**config.mk**
```make
export PLATFORM = sky130hd
export DESIGN_NAME = huff_dec
export DESIGN_NICKNAME = d
export VERILOG_FILES = /design/src/rtl/huff_dec_pkg.sv /design/src/rtl/huff_match.sv /design/src/rtl/huff_dec.sv
export SDC_FILE = /design/constraint.sdc
export NUM_CORES = 1
export LEC_CHECK = 0
export CAP_MARGIN = 20
export CORE_UTILIZATION = 45
export CTS_BUF_LIST = sky130_fd_sc_hd__clkbuf_8 sky130_fd_sc_hd__clkbuf_16
export DETAILED_ROUTE_END_ITERATION = 10
export HOLD_SLACK_MARGIN = 0.12
export PLACE_DENSITY = 0.6
export SLEW_MARGIN = 0
export SYNTH_ARGS = -nofsm -noshare
export SYNTH_HDL_FRONTEND = slang
export SYNTH_HIERARCHICAL = 1
export SYNTH_SLANG_ARGS = --single-unit
```
**constraint.sdc**
```tcl
create_clock -name clk -period 3.4 [get_ports clk]
set_input_delay 0.51 -clock clk [delete_from_list [all_inputs] [get_ports clk]]
set_output_delay 0.51 -clock clk [all_outputs]
set_load 0.005 [all_outputs]
```
**src/rtl/huff_dec_pkg.sv**
```systemverilog
// Shared types and constants for the Huffman bitstream decoder.
package huff_dec_pkg;

  localparam int CHAR_W       = 4;
  localparam int LEN_W        = 3;
  localparam int CODE_MAX_DEF = 7;

  typedef enum logic [1:0] {
    IDLE   = 2'd0,
    LOAD   = 2'd1,
    DECODE = 2'd2
  } state_e;

endpackage

```
**src/rtl/huff_match.sv**
```systemverilog
// Combinational table lookup: compares the candidate codeword against every
// table entry and returns the lowest-index entry whose length and code agree.
module huff_match
  import huff_dec_pkg::*;
#(
  parameter int IP_WIDTH = 8,
  parameter int CODE_MAX = CODE_MAX_DEF
) (
  input  logic [IP_WIDTH-1:0][CHAR_W-1:0]   tbl_char,
  input  logic [IP_WIDTH-1:0][CODE_MAX-1:0] tbl_code,
  input  logic [IP_WIDTH-1:0][LEN_W-1:0]    tbl_len,
  input  logic [CODE_MAX-1:0]               acc,
  input  logic [LEN_W-1:0]                  n,
  output logic                              hit,
  output logic [CHAR_W-1:0]                 match_char
);

  logic [CODE_MAX-1:0] mask;

  // Keep only the n low-order bits of acc; higher bits are stale history.
  always_comb begin
    mask = '0;
    for (int b = 0; b < CODE_MAX; b++) begin
      mask[b] = (b < int'(n));
    end
  end

  // Scan from the top down so the lowest matching index is the one left standing.
  // A zero length marks an unused entry and can never match.
  always_comb begin
    hit        = 1'b0;
    match_char = '0;
    for (int k = IP_WIDTH - 1; k >= 0; k--) begin
      if ((tbl_len[k] != '0) && (tbl_len[k] == n) &&
          (((tbl_code[k] ^ acc) & mask) == '0)) begin
        hit        = 1'b1;
        match_char = tbl_char[k];
      end
    end
  end

endmodule

```
**src/rtl/huff_dec.sv**
```systemverilog
// Sequential Huffman decoder: loads an IP_WIDTH-entry code table, then decodes
// a serial MSB-first bitstream one bit per cycle.
//
// Handshake: in_valid and bit_valid are plain strobes with no ready; a strobe
// is consumed on the clock edge where it is high and the FSM is in the state
// that uses it (in_valid in IDLE/LOAD, bit_valid in DECODE), otherwise it is
// dropped. bit_last only has meaning together with bit_valid. All outputs are
// registered single-cycle pulses one cycle after the accepting edge.
module huff_dec
  import huff_dec_pkg::*;
#(
  parameter int IP_WIDTH = 8,
  parameter int CODE_MAX = CODE_MAX_DEF
) (
  input  logic                clk,
  input  logic                rst_n,
  input  logic                in_valid,
  input  logic [CHAR_W-1:0]   in_char,
  input  logic [CODE_MAX-1:0] in_code,
  input  logic [LEN_W-1:0]    in_len,
  input  logic                bit_valid,
  input  logic                bit_in,
  input  logic                bit_last,
  output logic                out_valid,
  output logic [CHAR_W-1:0]   out_char,
  output logic                out_err,
  output logic                out_done
);

  localparam int EW = $clog2(IP_WIDTH);
  localparam int NW = $clog2(CODE_MAX + 1);

  state_e                            state_q, state_d;
  logic [EW-1:0]                     cnt_q, cnt_d;
  logic [CODE_MAX-1:0]               acc_q, acc_d;
  logic [NW-1:0]                     n_q, n_d;
  logic [IP_WIDTH-1:0][CHAR_W-1:0]   tbl_char_q, tbl_char_d;
  logic [IP_WIDTH-1:0][CODE_MAX-1:0] tbl_code_q, tbl_code_d;
  logic [IP_WIDTH-1:0][LEN_W-1:0]    tbl_len_q, tbl_len_d;
  logic                              out_valid_q, out_valid_d;
  logic                              out_err_q, out_err_d;
  logic                              out_done_q, out_done_d;
  logic [CHAR_W-1:0]                 out_char_q, out_char_d;

  logic [CODE_MAX-1:0] acc_nx;
  logic [LEN_W-1:0]    n_nx;
  logic                hit;
  logic [CHAR_W-1:0]   hit_char;

  // Candidate codeword if the current stream bit is accepted.
  assign acc_nx = {acc_q[CODE_MAX-2:0], bit_in};
  assign n_nx   = LEN_W'(n_q) + LEN_W'(1);

  huff_match #(
    .IP_WIDTH (IP_WIDTH),
    .CODE_MAX (CODE_MAX)
  ) u_match (
    .tbl_char   (tbl_char_q),
    .tbl_code   (tbl_code_q),
    .tbl_len    (tbl_len_q),
    .acc        (acc_nx),
    .n          (n_nx),
    .hit        (hit),
    .match_char (hit_char)
  );

  // Next-state, table write and decode-outcome logic.
  always_comb begin
    state_d     = state_q;
    cnt_d       = cnt_q;
    acc_d       = acc_q;
    n_d         = n_q;
    tbl_char_d  = tbl_char_q;
    tbl_code_d  = tbl_code_q;
    tbl_len_d   = tbl_len_q;
    out_valid_d = 1'b0;
    out_err_d   = 1'b0;
    out_done_d  = 1'b0;
    out_char_d  = out_char_q;
    case (state_q)
      IDLE: begin
        if (in_valid) begin
          tbl_char_d[0] = in_char;
          tbl_code_d[0] = in_code;
          tbl_len_d[0]  = in_len;
          cnt_d         = EW'(1);
          state_d       = LOAD;
        end
      end
      LOAD: begin
        if (in_valid) begin
          tbl_char_d[cnt_q] = in_char;
          tbl_code_d[cnt_q] = in_code;
          tbl_len_d[cnt_q]  = in_len;
          if (cnt_q == EW'(IP_WIDTH - 1)) begin
            cnt_d   = '0;
            state_d = DECODE;
          end else begin
            cnt_d = cnt_q + EW'(1);
          end
        end
      end
      DECODE: begin
        if (bit_valid) begin
          acc_d = acc_nx;
          n_d   = NW'(n_nx);
          if (hit) begin
            out_valid_d = 1'b1;
            out_char_d  = hit_char;
            acc_d       = '0;
            n_d         = '0;
          end else if ((n_nx == LEN_W'(CODE_MAX)) || bit_last) begin
            // Longest legal code exhausted, or stream ended mid-codeword.
            out_err_d = 1'b1;
            acc_d     = '0;
            n_d       = '0;
          end
          if (bit_last) begin
            out_done_d = 1'b1;
            acc_d      = '0;
            n_d        = '0;
            state_d    = IDLE;
          end
        end
      end
      default: state_d = IDLE;
    endcase
  end

  // State and datapath registers with synchronous active-low reset.
  always_ff @(posedge clk) begin
    if (!rst_n) begin
      state_q     <= IDLE;
      cnt_q       <= '0;
      acc_q       <= '0;
      n_q         <= '0;
      tbl_char_q  <= '0;
      tbl_code_q  <= '0;
      tbl_len_q   <= '0;
      out_valid_q <= 1'b0;
      out_err_q   <= 1'b0;
      out_done_q  <= 1'b0;
      out_char_q  <= '0;
    end else begin
      state_q     <= state_d;
      cnt_q       <= cnt_d;
      acc_q       <= acc_d;
      n_q         <= n_d;
      tbl_char_q  <= tbl_char_d;
      tbl_code_q  <= tbl_code_d;
      tbl_len_q   <= tbl_len_d;
      out_valid_q <= out_valid_d;
      out_err_q   <= out_err_d;
      out_done_q  <= out_done_d;
      out_char_q  <= out_char_d;
    end
  end

  assign out_valid = out_valid_q;
  assign out_char  = out_char_q;
  assign out_err   = out_err_q;
  assign out_done  = out_done_q;

endmodule

```
==> results of run 1 <==
Yosys cell counts, types with 5 or more instances:
cell	instances	area share
sky130_fd_sc_hd__nand2_1	141	0.080
sky130_fd_sc_hd__dfxtp_1	133	0.40
sky130_fd_sc_hd__mux2i_1	99	0.15
sky130_fd_sc_hd__xor2_1	40	0.053
sky130_fd_sc_hd__o21ai_0	29	0.022
sky130_fd_sc_hd__nand3_1	27	0.021
sky130_fd_sc_hd__nor2_1	27	0.015
sky130_fd_sc_hd__clkbuf_1	24	0.014
sky130_fd_sc_hd__xnor2_1	24	0.032
sky130_fd_sc_hd__a21oi_1	19	0.014
sky130_fd_sc_hd__a21boi_0	17	0.019
sky130_fd_sc_hd__buf_2	17	0.013
sky130_fd_sc_hd__o22ai_1	14	0.013
sky130_fd_sc_hd__nand4_1	11	0.010
sky130_fd_sc_hd__inv_1	10	0.0057
sky130_fd_sc_hd__a22oi_1	6	0.0068
sky130_fd_sc_hd__buf_6	6	0.010
sky130_fd_sc_hd__or3_1	6	0.0057
sky130_fd_sc_hd__a221oi_1	5	0.0067
worst reg2reg max path: cells and delay by family (launching register included):
kind,cells,cell delay (ns)
AOI/OAI and AO/OA,6,1.33
xor gates and xnor gates,1,0.16
buffers and inverters,2,0.41
DFF,1,0.33
and+or+nand+nor,3,0.72
adders and majority gates,1,0.24
metrics by stage:
stage,instances,power (W)
after CTS,954,0.00357
final,957,0.00355
after global routing,957,0.00366
after detailed placement,923,0.00179
after global placement,923,0.00178
after floorplan,738,0.00172
sequential cells by signal, indices dropped and copies added, names as in the netlist:
register and cells:
acc_q 6, state_q 2, out_char 4, out_valid 1
cnt_q 3, n_q 3, out_done 1, tbl_char_q 32
out_err 1, tbl_len_q 24, tbl_code_q 56
final cells by class:
type                       instances  area (um2)
sequential                       133        2660
fill                            1297        6440
clock buffer                      20         467
inverter                          10        37.5
multi-input combinational        542        3620
timing repair buffer              61         533
tap                              180         225
clock inverter                    11         109
per-layer routing:
metal / global-route usage / share of wire / up-vias
li1: - / - / 2622
met2: 0.413 / 0.46 / 172
met5: 0 / 0 / -
met4: 0.0922 / 0.020 / 0
met3: 0.0678 / 0.063 / 30
met1: 0.329 / 0.45 / 2652
how the worst max path moves through the flow:
stage,slack (ns),cells after the start,endpoint
2_1_floorplan,0.23,12,n_q[2]$_SDFFE_PN0N_
3_3_place_gp,0.16,13,out_char[3]$_SDFFE_PN0P_
3_5_place_dp,0.10,14,out_char[0]$_SDFFE_PN0P_
4_1_cts,0.07,14,out_char[1]$_SDFFE_PN0P_
5_1_grt,-0.06,14,out_char[3]$_SDFFE_PN0P_
6_report,0.14,13,out_char[0]$_SDFFE_PN0P_
repair_timing:
action,4_1_cts,5_1_grt
gates resized for setup,0,5
buffers inserted,0,3
setup endpoints to repair,0,13
report_power, final:
group / total [W] / switching, W / internal [W]
combinational: 0.000164 / 0.000104 / 0.0000600
sequential: 0.00159 / 0.0000160 / 0.00158
clock: 0.00180 / 0.000675 / 0.00112
total: 0.00355 / 0.000795 / 0.00276
cell families (layout without fill, tap and decap cells):
family                   after synthesis  count (layout)  share of synthesized area
AND/OR/NAND/NOR                      251             251                      0.178
flip-flops                           133             133                      0.405
AO/OA/AOI/OAI                        124             124                      0.126
multiplexers                          99              99                      0.151
XOR/XNOR                              64              64                     0.0852
buffers and inverters                 63             102                     0.0477
adder cells (fa/ha/maj)                4               4                    0.00761
cells in the final DEF, fill, tap and decap left out, types with 4 or more instances in the layout:
| master | netlist | final |
|---|---|---|
| sky130_fd_sc_hd__a21boi_0 | 17 | 17 |
| sky130_fd_sc_hd__a21oi_1 | 19 | 18 |
| sky130_fd_sc_hd__a221oi_1 | 5 | 5 |
| sky130_fd_sc_hd__a22oi_1 | 6 | 6 |
| sky130_fd_sc_hd__buf_4 | 3 | 35 |
| sky130_fd_sc_hd__clkbuf_16 | 0 | 17 |
| sky130_fd_sc_hd__clkdlybuf4s50_1 | 0 | 25 |
| sky130_fd_sc_hd__clkinv_2 | 0 | 6 |
| sky130_fd_sc_hd__dfxtp_1 | 133 | 133 |
| sky130_fd_sc_hd__ha_1 | 4 | 4 |
| sky130_fd_sc_hd__inv_1 | 10 | 10 |
| sky130_fd_sc_hd__mux2i_1 | 99 | 99 |
| sky130_fd_sc_hd__nand2_1 | 141 | 141 |
| sky130_fd_sc_hd__nand3_1 | 27 | 27 |
| sky130_fd_sc_hd__nand4_1 | 11 | 11 |
| sky130_fd_sc_hd__nor2_1 | 27 | 25 |
| sky130_fd_sc_hd__nor3_1 | 4 | 4 |
| sky130_fd_sc_hd__o21ai_0 | 29 | 28 |
| sky130_fd_sc_hd__o22ai_1 | 14 | 14 |
| sky130_fd_sc_hd__o31ai_1 | 4 | 4 |
| sky130_fd_sc_hd__or2_2 | 4 | 4 |
| sky130_fd_sc_hd__or3_1 | 6 | 6 |
| sky130_fd_sc_hd__xnor2_1 | 24 | 24 |
| sky130_fd_sc_hd__xor2_1 | 40 | 40 |
==> qor.csv, run 1 <==
metric,value,unit
outcome,"complete, no violations",
globalRouteTotalUtil,0.256,
synthesis.area,6580,um2
r2r_slack,0.14,ns
synth-async-reset-ratio,0,
setup.worst_path.end_class,flip-flop,
cpPeakStageDelay,0.51,ns
crit_path_leading_delay_family,compound AO/OA/AOI/OAI gates,
fp.dieW,123,um
critical-path-top-cell-by-count,sky130_fd_sc_hd__buf_4,
antenna_violations_before_repair,0,
cp_max_fo,16,
cts_num_sinks,133,
design.final.nets,789,
worstHoldEndpoint,tbl_char_q[22]$_SDFFE_PN0P_,
drt_iter0_drc,332,
antennaDiodeCount,0,
postSynthNetCount,762,
cp_cell_sequence,ha_1 -> xor2_1 -> buf_4 -> nor2_1 -> buf_4 -> o21ai_1 -> a221oi_1 -> and2_1 -> a221o_1 -> a21oi_1 -> o31ai_1 -> nand2_1 -> o21ai_0,
hold_buffers,0,
route.vias.total,5476,
synth-seq-area-share,0.405,
ios,27,
synth_seq_cells,133,
fin_setup_tns,0,ns
wire_per_inst,18.8,um
fp.coreArea,14100,um2
worst-setup-path-type,flip-flop to flip-flop,
synthDistinctLibCells,64,
clk_pin_slew_worst_paths,0.06,ns
die_h,123,um
placement_rows,43,
crit_path_start_kind,flip-flop,
timing.max_cap.violations,0,
setup_viol,0,
post_synth_edffs,0,
worstPathRequired,3.74,ns
die_area,15100,um2
wl,18000,um
clk-insertion-delay-late,0.42,ns
area_delta_synth_final,16.4,%
synth_ff_type,sky130_fd_sc_hd__dfxtp_1,
vdd.ir_drop.worst,0.329,mV
detailed_place.area,7040,um2
max_clock_freq,306,MHz
cts_tree,yes,
hold_path.class,flip-flop to flip-flop,
final_cell_area,7660,um2
worst_hold_path.num_cells,2,
netlist_instances,738,
final_period_minus_worst_setup_slack,3.26,ns
dpl_worst_slack,0.104,ns
initial_utilization,0.467,
min_period_over_period,0.960,
path_buf_inv,2,
syn_area_per_cell,8.92,um2
h_tree_levels,4,
grt_start_max_net_pins,89,
detail_route.drc_violations,0,
timing.final.hold_violations,0,
tritoncts.num_buffers,17,
gr-total-overflow,0,
drtAntennaViolNets,0,
total_leakage_power,3.16,nW
routed_via_density,5.72,
place.gp.congestion,0.856,
layout_setup_ws,0.136,ns
cell_count_of_the_worst_reg_to_reg_path,13,
drive_gt1_frac,0.108,
min-delay-start,tbl_char_q[22]$_SDFFE_PN0P_,
fin_hold_ws,0.458,ns
setup.worst_path.start,n_q[0]$_SDFFE_PN0N_,
skew,0.00639,ns
crit-reg2reg-launch,n_q[0]$_SDFFE_PN0N_,
dp_hpwl,12300,um
maxSlewHeadroom,0.312,
regToRegEndpoint,out_char[0]$_SDFFE_PN0P_,
via_count_of_the_first_global_routing_pass,5448,
cts_root_buf,sky130_fd_sc_hd__clkbuf_16,
worst-slew-pin-transition,1.03,ns
finalMaxSlewViolations,0,
worst_ep_arrival_time,3.60,ns
setup_repair_after_global_routing_missed_its_margin,yes,
critical-path-slowest-cell,sky130_fd_sc_hd__a221oi_1,
grt_first_pass_wirelength,29100,um
synth.yosys.warnings,6,
numPortBuffers,26,
finish.utilization,0.543,
drt_pre_antenna_iters,7,
power.density,464,nW/um2
max-clock-path-buffers,2,
(Power assumes the default switching activity.)
==> inputs of run 2 (changes only) <==
--- a/config.mk
+++ b/config.mk
@@ -6,6 +6,7 @@
 export NUM_CORES = 1
 export LEC_CHECK = 0
 export CAP_MARGIN = 20
+export CORE_ASPECT_RATIO = 1.75
 export CORE_UTILIZATION = 45
 export CTS_BUF_LIST = sky130_fd_sc_hd__clkbuf_8 sky130_fd_sc_hd__clkbuf_16
 export DETAILED_ROUTE_END_ITERATION = 10
==> constraint.sdc (replaced) <==
create_clock -name clk -period 3.4 [get_ports clk]
set_input_delay 0.34 -clock clk [delete_from_list [all_inputs] [get_ports clk]]
set_output_delay 0.34 -clock clk [all_outputs]
set_load 0.005 [all_outputs]
==> run 2 against run 1 <==
  * Die area grew 0.13%
  * Sequential cell count stayed put
  * Fmax down 0.47%
  * Utilization is 0.25 points lower
  * Design area rose by 0.95%
  * Register-to-register slack lost 0.02 ns
  * Critical endpoint is now out_char[3]$_SDFFE_PN0P_
  * Largest power group unchanged
==> qor.csv, run 2 (same netlist as run 1, synthesis figures left out) <==
metric,value,unit,change
grt_start_max_net_pins,84,,was 89
drive_gt1_frac,0.115,,was 0.108
detail_route.drc_violations,0,,unchanged
drtAntennaViolNets,0,,unchanged
cts_num_sinks,133,,unchanged
outcome,"complete, no violations",,unchanged
tritoncts.num_buffers,17,,unchanged
drt_pre_antenna_iters,5,,was 7
die_h,162,um,was 123 um
via_count_of_the_first_global_routing_pass,5426,,was 5448
fp.coreArea,14300,um2,was 14100 um2
routed_via_density,5.71,,was 5.72
crit_path_start_kind,flip-flop,,unchanged
setup_viol,0,,unchanged
clk_pin_slew_worst_paths,0.06,ns,about the same
design.final.nets,793,,was 789
layout_top_registers,"tbl_code_q (56), tbl_char_q (32), tbl_len_q (24)",,unchanged
gr-total-overflow,0,,unchanged
die_area,15100,um2,about the same
cts_tree,yes,,unchanged
largest_register_ffs,56,,unchanged
antennaDiodeCount,0,,unchanged
cp_max_fo,14,,was 16
antenna_violations_before_repair,0,,unchanged
worst_ep_arrival_time,3.62,ns,was 3.60 ns
setup.worst_path.end_class,flip-flop,,unchanged
max_clock_freq,305,MHz,was 306 MHz
layout.cells.most_common,sky130_fd_sc_hd__nand2_1,,unchanged
max-clock-path-buffers,2,,unchanged
fp.dieW,93.4,um,was 123 um
place.gp.congestion,0.876,,was 0.856
total_leakage_power,3.18,nW,was 3.16 nW
timing.max_cap.violations,0,,unchanged
skew,0.00920,ns,was 0.00639 ns
finalMaxSlewViolations,0,,unchanged
h_tree_levels,4,,unchanged
timing.final.hold_violations,0,,unchanged
dp_hpwl,13700,um,was 12300 um
final_cell_area,7730,um2,was 7660 um2
worst-slew-pin-transition,1.09,ns,was 1.03 ns
max_flop_register,tbl_code_q,,unchanged
clk-insertion-delay-late,0.42,ns,about the same
ios,27,,unchanged
globalRouteTotalUtil,0.264,,was 0.256
cts_root_buf,sky130_fd_sc_hd__clkbuf_16,,unchanged
fin_setup_tns,0,ns,unchanged
vdd.ir_drop.worst,0.329,mV,about the same
area_delta_synth_final,17.5,%,was 16.4%
final_period_minus_worst_setup_slack,3.28,ns,was 3.26 ns
maxSlewHeadroom,0.277,,was 0.312
min_period_over_period,0.964,,was 0.960
worstPathRequired,3.74,ns,about the same
hold_path.class,flip-flop to flip-flop,,unchanged
wire_per_inst,19.9,um,was 18.8 um
grt_first_pass_wirelength,29700,um,was 29100 um
detailed_place.area,7020,um2,was 7040 um2
route.vias.total,5496,,was 5476
mostFrequentLayoutCells,"sky130_fd_sc_hd__nand2_1, sky130_fd_sc_hd__dfxtp_1, sky130_fd_sc_hd__mux2i_1",,unchanged
power.density,471,nW/um2,was 464 nW/um2
drt_iter0_drc,334,,was 332
initial_utilization,0.460,,was 0.467
worst-setup-path-type,flip-flop to flip-flop,,unchanged
numPortBuffers,26,,unchanged
wl,19100,um,was 18000 um
placement_rows,58,,was 43
[run 2: changes by cell type in the layout (fill, tap and decap cells not counted), sizes merged]
cell      previous run  this run
bufinv               2         3
clkinv               6         3
inv                 11        13
buf                 36        39
clkbuf              20        19
clkinvlp             2         5
[run 2: power breakdown]
group	switching [W]	internal, W	total [W]
Sequential	0.0000173	0.00158	0.00159
Combinational	0.000106	0.0000589	0.000165
Clock	0.000695	0.00119	0.00188
Total	0.000818	0.00282	0.00364
[run 2: worst max-delay path: stages (launching register included)]
cell and delay, ns:
sky130_fd_sc_hd__dfxtp_1 0.35, sky130_fd_sc_hd__ha_1 0.24, sky130_fd_sc_hd__xor2_1 0.17, sky130_fd_sc_hd__buf_4 0.20, sky130_fd_sc_hd__or2_4 0.27, sky130_fd_sc_hd__a222oi_1 0.58, sky130_fd_sc_hd__nand4_1 0.24, sky130_fd_sc_hd__a21oi_2 0.29
sky130_fd_sc_hd__a221oi_1 0.13, sky130_fd_sc_hd__or3_1 0.34, sky130_fd_sc_hd__a31oi_1 0.17, sky130_fd_sc_hd__nand2_1 0.06, sky130_fd_sc_hd__o21ai_0 0.15
[run 2: cell type report]
| class | count | area [um2] |
|---|---|---|
| Timing Repair inverter | 1 | 5.00 |
| Multi-Input combinational cell | 542 | 3640 |
| Fill cell | 1309 | 6570 |
| Sequential cell | 133 | 2660 |
| Inverter | 10 | 41.3 |
| Clock buffer | 19 | 453 |
| Tap cell | 180 | 225 |
| Clock inverter | 13 | 159 |
| Timing Repair Buffer | 64 | 543 |
[run 2: worst paths after layout]
path | startpoint | endpoint | slack (ns) | cells after the start
min | tbl_char_q[4]$_SDFFE_PN0P_ | tbl_char_q[4]$_SDFFE_PN0P_ | 0.46 | 2
max reg2reg | n_q[1]$_SDFFE_PN0N_ | out_char[3]$_SDFFE_PN0P_ | 0.12 | 12
max | n_q[1]$_SDFFE_PN0N_ | out_char[3]$_SDFFE_PN0P_ | 0.12 | 12
min reg2reg | tbl_char_q[4]$_SDFFE_PN0P_ | tbl_char_q[4]$_SDFFE_PN0P_ | 0.46 | 2
[run 2: what timing repair did]
item                                    CTS  global route
gates resized for setup                   0             8
hold buffers                              0             0
setup buffers                             0             7
endpoints found under the setup margin    0            13
[run 2: metal layers]
metal	vias up	track usage	wire length, um
met5	-	0	0
met2	144	0.482	10400
met3	46	0.0492	660
li1	2631	-	-
met1	2675	0.286	7180
met4	0	0.134	854
[run 2: through the flow]
stage / std cells / power (W) / utilization / hold slack (ns) / worst slack [ns]
5_1_grt: 962 / 0.00375 / 0.541 / 0.482 / -0.0443
6_report: 962 / 0.00364 / 0.541 / 0.460 / 0.121
4_1_cts: 954 / 0.00366 / 0.534 / 0.462 / 0.0734
3_3_place_gp: 922 / 0.00179 / 0.491 / 0.440 / 0.203
3_5_place_dp: 922 / 0.00179 / 0.491 / 0.454 / 0.122
2_1_floorplan: 738 / 0.00172 / - / 0.431 / 0.228
==> inputs of run 3 (changes only) <==
--- a/config.mk
+++ b/config.mk
@@ -11,6 +11,7 @@
 export CTS_BUF_LIST = sky130_fd_sc_hd__clkbuf_8 sky130_fd_sc_hd__clkbuf_16
 export DETAILED_ROUTE_END_ITERATION = 10
 export HOLD_SLACK_MARGIN = 0.12
+export MAX_ROUTING_LAYER = met4
 export PLACE_DENSITY = 0.6
 export SLEW_MARGIN = 0
 export SYNTH_ARGS = -nofsm -noshare
==> run 3 against run 2 <==
  * Die area unchanged
  * Sequential power about the same
  * Total power up 1.1%
  * Sequential cell count unchanged
  * Setup slack better by 0.094 ns
  * Global-route usage up 0.26 points
  * Sequential share of layout area down 0.089 points
  * Non-clock buffer count down 3
  * Clock-buffer cell count unchanged
  * Combinational power about the same
  * Fmax up 3.0%
  * Largest cell class unchanged
  * Highest routed layer unchanged
==> qor.csv, run 3 (same netlist as run 1, synthesis figures left out) <==
metric,value,unit,change
timing.final.hold_violations,0,,unchanged
maxSlewHeadroom,0.303,,was 0.277
die_h,162,um,unchanged
grt.busiest_layer,met2,,unchanged
cp_max_fo,17,,was 14
fin_setup_tns,0,ns,unchanged
area_delta_synth_final,17.8,%,was 17.5%
fillers,1322,,was 1309
place.gp.congestion,0.869,,was 0.876
layout_setup_ws,0.215,ns,was 0.121 ns
fp.dieW,93.4,um,unchanged
final_power,0.00368,W,was 0.00364 W
worstPathRequired,3.73,ns,was 3.74 ns
die_area,15100,um2,unchanged
h_tree_levels,4,,unchanged
clk-insertion-delay-late,0.42,ns,about the same
globalRouteTotalUtil,0.267,,was 0.264
numPlacedInstances,920,,was 922
wl,18700,um,was 19100 um
layout.cells.non_filler,959,,was 962
finalMaxSlewViolations,0,,unchanged
global_route.usage.met1,0.285,,was 0.286
gr-total-overflow,0,,unchanged
antenna_violations_before_repair,0,,unchanged
setup_repair_after_global_routing_missed_its_margin,no,,
fp.coreArea,14300,um2,unchanged
grt_use_met2,0.470,,was 0.482
total_leakage_power,3.16,nW,was 3.18 nW
setup_viol,0,,unchanged
largest_register_ffs,56,,unchanged
ios,27,,unchanged
drive_gt1_frac,0.117,,was 0.115
placement_rows,58,,unchanged
dp_hpwl,13300,um,was 13700 um
outcome,"complete, no violations",,unchanged
max_clock_freq,314,MHz,was 305 MHz
layout.cells.most_common,sky130_fd_sc_hd__nand2_1,,unchanged
vdd.ir_drop.worst,0.330,mV,was 0.329 mV
cts_num_sinks,133,,unchanged
hold_buffers,0,,unchanged
final_period_minus_worst_setup_slack,3.19,ns,was 3.28 ns
mostFrequentLayoutCells,"sky130_fd_sc_hd__nand2_1, sky130_fd_sc_hd__dfxtp_1, sky130_fd_sc_hd__mux2i_1",,unchanged
crit_path_start_kind,flip-flop,,unchanged
route.vias.total,5443,,was 5496
hold_path.class,flip-flop to flip-flop,,unchanged
clk_pin_slew_worst_paths,0.06,ns,about the same
detail_route.drc_violations,0,,unchanged
layout_top_registers,"tbl_code_q (56), tbl_char_q (32), tbl_len_q (24)",,unchanged
setup.worst_path.end_class,flip-flop,,unchanged
drtAntennaViolNets,0,,unchanged
via_count_of_the_first_global_routing_pass,5348,,was 5426
power.density,475,nW/um2,was 471 nW/um2
max_flop_register,tbl_code_q,,unchanged
min_period_over_period,0.937,,was 0.964
cts_root_buf,sky130_fd_sc_hd__clkbuf_16,,unchanged
cts_tree,yes,,unchanged
tritoncts.num_buffers,17,,unchanged
grt.met3_usage,0.0445,,was 0.0492
skew,0.0149,ns,was 0.00920 ns
grt_first_pass_wirelength,29400,um,was 29700 um
worst_ep_arrival_time,3.52,ns,was 3.62 ns
timing.max_cap.violations,0,,unchanged
grt_start_max_net_pins,93,,was 84
max-clock-path-buffers,2,,unchanged
dpl_worst_slack,-0.00271,ns,was 0.122 ns
worst-slew-pin-transition,1.05,ns,was 1.09 ns
drt_pre_antenna_iters,5,,unchanged
numPortBuffers,26,,unchanged
initial_utilization,0.460,,unchanged
wire_per_inst,19.5,um,was 19.9 um
worst-setup-path-type,flip-flop to flip-flop,,unchanged
antennaDiodeCount,0,,unchanged
routed_via_density,5.68,,was 5.71
drt_iter0_drc,295,,was 334
design.final.nets,790,,was 793
[run 3: repair_timing]
| item | CTS | global route |
|---|---|---|
| endpoints found under the setup margin | 6 | 13 |
| gates cloned | 0 | 1 |
| pin swaps | 0 | 4 |
| gates resized for setup | 1 | 13 |
| setup buffers | 0 | 6 |
[run 3: where the power goes]
group          switching, W  total, W  internal [W]
combinational      0.000104  0.000164     0.0000598
clock              0.000722   0.00192       0.00120
sequential        0.0000167   0.00159       0.00158
[run 3: layout make-up]
class                      count  area [um2]  share of cell area
clock buffer                  19         453              0.0584
timing repair inverter         1        7.51            0.000969
sequential                   133        2660               0.344
inverter                      10        41.3             0.00533
clock inverter                13         170              0.0220
multi-input combinational    542        3650               0.471
timing repair buffer          61         537              0.0693
tap                          180         225              0.0291
[run 3: per-layer routing]
metal,wire length (um),vias up
li1,-,2627
met1,7290,2634
met2,9960,125
met3,522,57
met4,892,0
met5,0,-
[run 3: path summary, 6_finish.rpt]
check	startpoint	to	slack, ns	cells past startpoint
worst max-delay path	n_q[1]$_SDFFE_PN0N_	n_q[1]$_SDFFE_PN0N_	0.21	12
worst min-delay path	tbl_char_q[14]$_SDFFE_PN0P_	tbl_char_q[14]$_SDFFE_PN0P_	0.46	2
worst max register to register	n_q[1]$_SDFFE_PN0N_	n_q[1]$_SDFFE_PN0N_	0.21	12
worst min register to register	tbl_char_q[14]$_SDFFE_PN0P_	tbl_char_q[14]$_SDFFE_PN0P_	0.46	2
[run 3: through the flow]
step / hold WS, ns / util / cell area [um2]
final: 0.457 / 0.542 / 7750
after global routing: 0.472 / 0.542 / 7750
after CTS: 0.458 / 0.535 / 7650
after detailed placement: 0.450 / 0.491 / 7020
after global placement: 0.443 / 0.491 / 7020
after floorplan: 0.431 / - / 6580
[run 3: critical path, stage by stage (launching register included)]
cell and delay (ns):
sky130_fd_sc_hd__dfxtp_1 0.40, sky130_fd_sc_hd__ha_1 0.24, sky130_fd_sc_hd__xor2_1 0.18, sky130_fd_sc_hd__buf_6 0.21
sky130_fd_sc_hd__o21ai_1 0.13, sky130_fd_sc_hd__o221ai_1 0.26, sky130_fd_sc_hd__a221oi_1 0.12, sky130_fd_sc_hd__or2_2 0.37
sky130_fd_sc_hd__or4_4 0.59, sky130_fd_sc_hd__nor2_1 0.12, sky130_fd_sc_hd__buf_4 0.18, sky130_fd_sc_hd__nand4_1 0.10
sky130_fd_sc_hd__o22ai_1 0.19
